===== src/rtl/aed_shock_controller.sv =====
// AED control FSM: qualified analysis window, capacitor charge, bounded multi-shock sequence.
// Optional ARMED dwell timeout enabled by defining AED_ARM_TIMEOUT_EN.
module aed_shock_controller #(
   parameter int ANALYSIS_CYCLES    = 4,
   parameter int CHARGE_CYCLES      = 8,
   parameter int MAX_SHOCKS         = 3,
   parameter int COOLDOWN_CYCLES    = 5,
   parameter int ARM_TIMEOUT_CYCLES = 16
) (
   input  logic                              clk,
   input  logic                              reset,
   input  logic                              hb,
   input  logic                              reg_hb,
   input  logic                              btn,
   output logic                              light,
   output logic                              charging,
   output logic                              shock,
   output logic                              lockout,
   output logic [$clog2(MAX_SHOCKS+1)-1:0]   shock_count,
   output logic [2:0]                        state_o
);

   function automatic int max2(input int a, input int b);
      return (a > b) ? a : b;
   endfunction

   localparam int MAXP = max2(max2(ANALYSIS_CYCLES, CHARGE_CYCLES),
                              max2(COOLDOWN_CYCLES, ARM_TIMEOUT_CYCLES));
   localparam int TW   = $clog2(MAXP) + 1;
   localparam int CW   = $clog2(MAX_SHOCKS + 1);

   typedef enum logic [2:0] {
      WAIT     = 3'd0,
      MEASURE  = 3'd1,
      ANALYZE  = 3'd2,
      CHARGE   = 3'd3,
      ARMED    = 3'd4,
      SHOCK    = 3'd5,
      COOLDOWN = 3'd6,
      LOCKOUT  = 3'd7
   } state_t;

   state_t          state, state_nxt;
   logic [TW-1:0]   timer;
   logic            timer_run;
   logic            last_shock;

   assign last_shock = (shock_count >= CW'(MAX_SHOCKS - 1));

   always_comb begin
      timer_run = 1'b0;
      case (state)
         ANALYZE, CHARGE, COOLDOWN: timer_run = 1'b1;
`ifdef AED_ARM_TIMEOUT_EN
         ARMED:                     timer_run = 1'b1;
`endif
         default:                   timer_run = 1'b0;
      endcase
   end

   // State register, phase timer and shock counter
   always_ff @(posedge clk or posedge reset) begin
      if (reset) begin
         state       <= WAIT;
         timer       <= '0;
         shock_count <= '0;
      end else begin
         state <= state_nxt;
         if (state_nxt != state)
            timer <= '0;
         else if (timer_run)
            timer <= timer + TW'(1);
         if (state == SHOCK && shock_count != CW'(MAX_SHOCKS))
            shock_count <= shock_count + CW'(1);
      end
   end

   always_comb begin
      state_nxt = state;
      case (state)
         WAIT: begin
            if (hb) state_nxt = MEASURE;
         end
         MEASURE: begin
            if (!hb)         state_nxt = WAIT;
            else if (!reg_hb) state_nxt = ANALYZE;
         end
         ANALYZE: begin
            if (!hb)                                   state_nxt = WAIT;
            else if (reg_hb)                           state_nxt = MEASURE;
            else if (timer == TW'(ANALYSIS_CYCLES - 1)) state_nxt = CHARGE;
         end
         CHARGE: begin
            if (!hb)                                 state_nxt = WAIT;
            else if (reg_hb)                         state_nxt = MEASURE;
            else if (timer == TW'(CHARGE_CYCLES - 1)) state_nxt = ARMED;
         end
         ARMED: begin
            if (!hb)         state_nxt = WAIT;
            else if (reg_hb) state_nxt = MEASURE;
            else if (btn)    state_nxt = SHOCK;
`ifdef AED_ARM_TIMEOUT_EN
            else if (timer == TW'(ARM_TIMEOUT_CYCLES - 1)) state_nxt = WAIT;
`endif
         end
         SHOCK: begin
            state_nxt = last_shock ? LOCKOUT : COOLDOWN;
         end
         COOLDOWN: begin
            if (timer == TW'(COOLDOWN_CYCLES - 1)) state_nxt = MEASURE;
         end
         LOCKOUT: begin
            state_nxt = LOCKOUT;
         end
         default: state_nxt = WAIT;
      endcase
   end

   always_comb begin
      light    = 1'b0;
      charging = 1'b0;
      shock    = 1'b0;
      lockout  = 1'b0;
      case (state)
         ARMED:   light    = 1'b1;
         CHARGE:  charging = 1'b1;
         SHOCK:   shock    = 1'b1;
         LOCKOUT: lockout  = 1'b1;
         default: ;
      endcase
   end

   assign state_o = state;

endmodule


===== config.mk =====
export PLATFORM = sky130hd
export DESIGN_NAME = aed_shock_controller
export DESIGN_NICKNAME = d
export VERILOG_FILES = /design/src/rtl/aed_shock_controller.sv
export SDC_FILE = /design/constraint.sdc
export NUM_CORES = 1
export LEC_CHECK = 0
export ABC_AREA = 1
export CAP_MARGIN = 30
export CORE_MARGIN = 5
export CORE_UTILIZATION = 41
export CTS_CLUSTER_SIZE = 24
export DETAILED_ROUTE_END_ITERATION = 8
export PLACE_DENSITY_LB_ADDON = 0.05
export SYNTH_ARGS = -nofsm -noshare
export SYNTH_HDL_FRONTEND = slang
export SYNTH_SLANG_ARGS = --single-unit

===== constraint.sdc =====
create_clock -name clk -period 1.65 [get_ports clk]
set_input_delay 0.2475 -clock clk [delete_from_list [all_inputs] [get_ports clk]]
set_output_delay 0.2475 -clock clk [all_outputs]
set_load 0.05 [all_outputs]

==> impl_metrics.csv <==
group,metric,value,unit
outcome,status,"finished, final reports clean",
finish,layout.area.seq,254.0,µm²
cts,cts_max_level,1,
detailed_routing,vias_per_cell,4.585,
placed_design,port_buffers,13,
grt,grt_antenna_before_repair,0,
cts,numCtsBuffers,3,
detailed_routing,drc,0,
grt,grt_max_degree,11,
worst_setup_path,end_kind,"flop",
pwr,leakagePower,0.6531,nW
pwr,p_per_area,1158,nW/µm²
worst_setup_path,crit_top_cell,"nand2_2",
floorplan,dieArea,3109,µm²
worst_setup_path,cp_slowest_cell,"dfrtp_2",
worst_setup_path,cpLargestDelayFamily,"simple AND/OR/NAND/NOR gates",
grt,grt_pass1_wl,3.056,mm
sta,rsz0062_at_grt,"yes",
synthesis,syn_area,858.3,µm²
finish,final_nets,171,
synthesis,ys_types,20,
cts,insertion_delay,250,ps
sta,clock_skew,3.589,ps
grt,grt_pass1_vias,744,
pwr,vdd_ir_drop_max,0.9695,mV
finish,drive_gt1_share,45.34,%
cts,cts_max_path_buffers,2,
cts,cts_hold_buf,0,
finish,multiInputGateArea,541.8,µm²
worst_setup_path,critical_path_peak_fanout,8,
sta,slew_viol_final,0,
min_path,hp-class,"in2async",
worst_setup_path,crit_chain,"buf_6, nand2_4, nor2_4, nand2_1, nand2_1, nand3_2, nand2_2, nand2_2, nand2_2, nor2_4, nand2_4, nor2_2",
finish,antennaDiodeCount,0,
worst_setup_path,critPathMaxStageDelay,510,ps
worst_setup_path,cp.arrival,1760,ps
sta,layout_min_cycle_time,1629,ps
floorplan,start_util,43.31,%
sta,worst_hold_slack,257.3,ps
cts,cts_num_sinks,10,
detailed_routing,drtIter0Drc,17,
worst_setup_path,worstSetupPathType,"reg2reg",
floorplan,die_h,55.76,µm
grt,grt_usage,11.94,%
worst_setup_path,timing.rr.start,"state_o[1]",
cts,cts_tree,"done",
sta,period_share,98.76,%
cts,clk_pin_slew_worst_paths,60,ps
sta,max_freq,613.7,MHz
detailed_routing,drtPass1Iterations,4,
flow_run,drv_cap,0,
sta,setup_viol,0,
sta,setup_tns,0,ps
floorplan,fp.dieW,55.76,µm
detailed_routing,drt-wirelength-per-cell,11.09,µm
sta,worstMarginPinSlew,356.9,ps
sta,relSlewSlack,76.18,%
synthesis,seq_area_frac_synth,29.15,%
placed_design,hpwl,1.412,mm
placed_design,place.gp.congestion,0.8205,
detailed_routing,routed_wl,2.084,mm
finish,fill_cells,162,
cts,cts_root_buffer,"clkbuf_4",
detailed_routing,vias,862,
synthesis,ys.warnings.count,0,
floorplan,core_area,1982,µm²
synthesis,syn-num-nets,136,
synthesis,synthCells,127,
worst_setup_path,required,1780,ps
floorplan,num_rows,16,
detailed_routing,antenna_left,0,
sta,finalHoldViolCount,0,
worst_setup_path,crit_buf_inv,1,
grt,overflow,0,
finish,area_delta_synth_final,51.60,%
finish,utilization,65.66,%
synthesis,postSynthAreaPerCell,6.758,µm²
floorplan,pin_count,14,
worst_setup_path,start_kind,"flop",
synthesis,synth_seq_cells,10,
worst_setup_path,crit_start,"state_o[1]",
## final cells by class
type / count / share of cell area, %
multi-input combinational: 90 / 41.63
timing repair buffer: 32 / 26.63
sequential: 10 / 19.52
inverter: 25 / 7.596
tap: 27 / 2.596
clock buffer: 4 / 2.019
## worst paths after layout
| check | to | slack (ps) | cells past startpoint |
|---|---|---|---|
| max | timer[1] | 20 | 12 |
| max in group asynchronous | state_o[2] | 1110 | 2 |
| max reg2reg | timer[1] | 20 | 12 |
| min in group clk | shock_count[1] | 580 | 2 |
| min | shock_count[0] | 260 | 2 |
| min reg2reg | shock_count[1] | 580 | 2 |
## cell usage in the layout (no fill, tap or decap), drive strengths merged, types with 2 or more instances in the layout
cell type,count
buf,27
clkbuf,5
clkdlybuf4s50,4
dfrtp,10
ha,4
inv,24
nand2,40
nand3,12
nor2,22
nor3,2
o21ai,4
xor2,4
## cell usage after synthesis (all sizes together)
cell / count / area share [%]
dfrtp: 10 / 29
nand4: 1 / 0.73
o21ai: 4 / 2.3
nor3: 2 / 1.2
ha: 4 / 5.8
nand2: 40 / 20
clkinv: 2 / 0.87
nand3b: 1 / 0.87
nand3: 12 / 7.6
xor2: 4 / 4.1
nor2: 22 / 14
buf: 2 / 2.6
inv: 23 / 10
## report_power, final
group,switching (W),total [W],internal (W)
combinational,0.000549,0.000970,0.000421
clock,0.0000681,0.000161,0.0000926
sequential,0.0000764,0.000377,0.000301
total,0.000693,0.00151,0.000814
## registers in the layout, summed over array words and instances, names as in the netlist
| signal | flops |
|---|---|
| timer | 5 |
| shock_count | 2 |
| state_o | 3 |
## metal layers
layer	up-vias	GRT usage, %	share of wire, %
li1	450	-	-
met1	392	15.92	47
met2	18	18.58	49
met3	2	1.624	3.7
met4	0	6.250	0.43
met5	-	0	0
## logic make-up (layout without fill, tap and decap cells)
| logic type | count (synthesis) | in the layout | share of synthesized area (%) |
|---|---|---|---|
| AO/OA/AOI/OAI | 4 | 4 | 2.332 |
| XOR/XNOR | 4 | 4 | 4.081 |
| adder cells (fa/ha/maj) | 4 | 4 | 5.831 |
| buffers and inverters | 27 | 61 | 13.85 |
| flip-flops | 10 | 10 | 29.15 |
| AND/OR/NAND/NOR | 78 | 78 | 44.75 |
## what timing repair did
item	CTS	global route
resized for setup	1	17
endpoints found under the setup margin	2	6
setup buffers	0	14
cloned	0	0
pin swaps	1	9
## stage by stage
step                      setup WS (ps)  std cells  total power [W]  area (µm²)
after floorplan                  -134.6        127        0.0009195       877.1
after global placement           -28.04        170         0.001120        1121
after detailed placement         -1.029        170         0.001124        1121
after CTS                         6.720        174         0.001308        1150
after global routing             -117.5        188         0.001627        1301
final                             20.54        188         0.001507        1301
No activity file was read; power rests on OpenSTA's default activity.
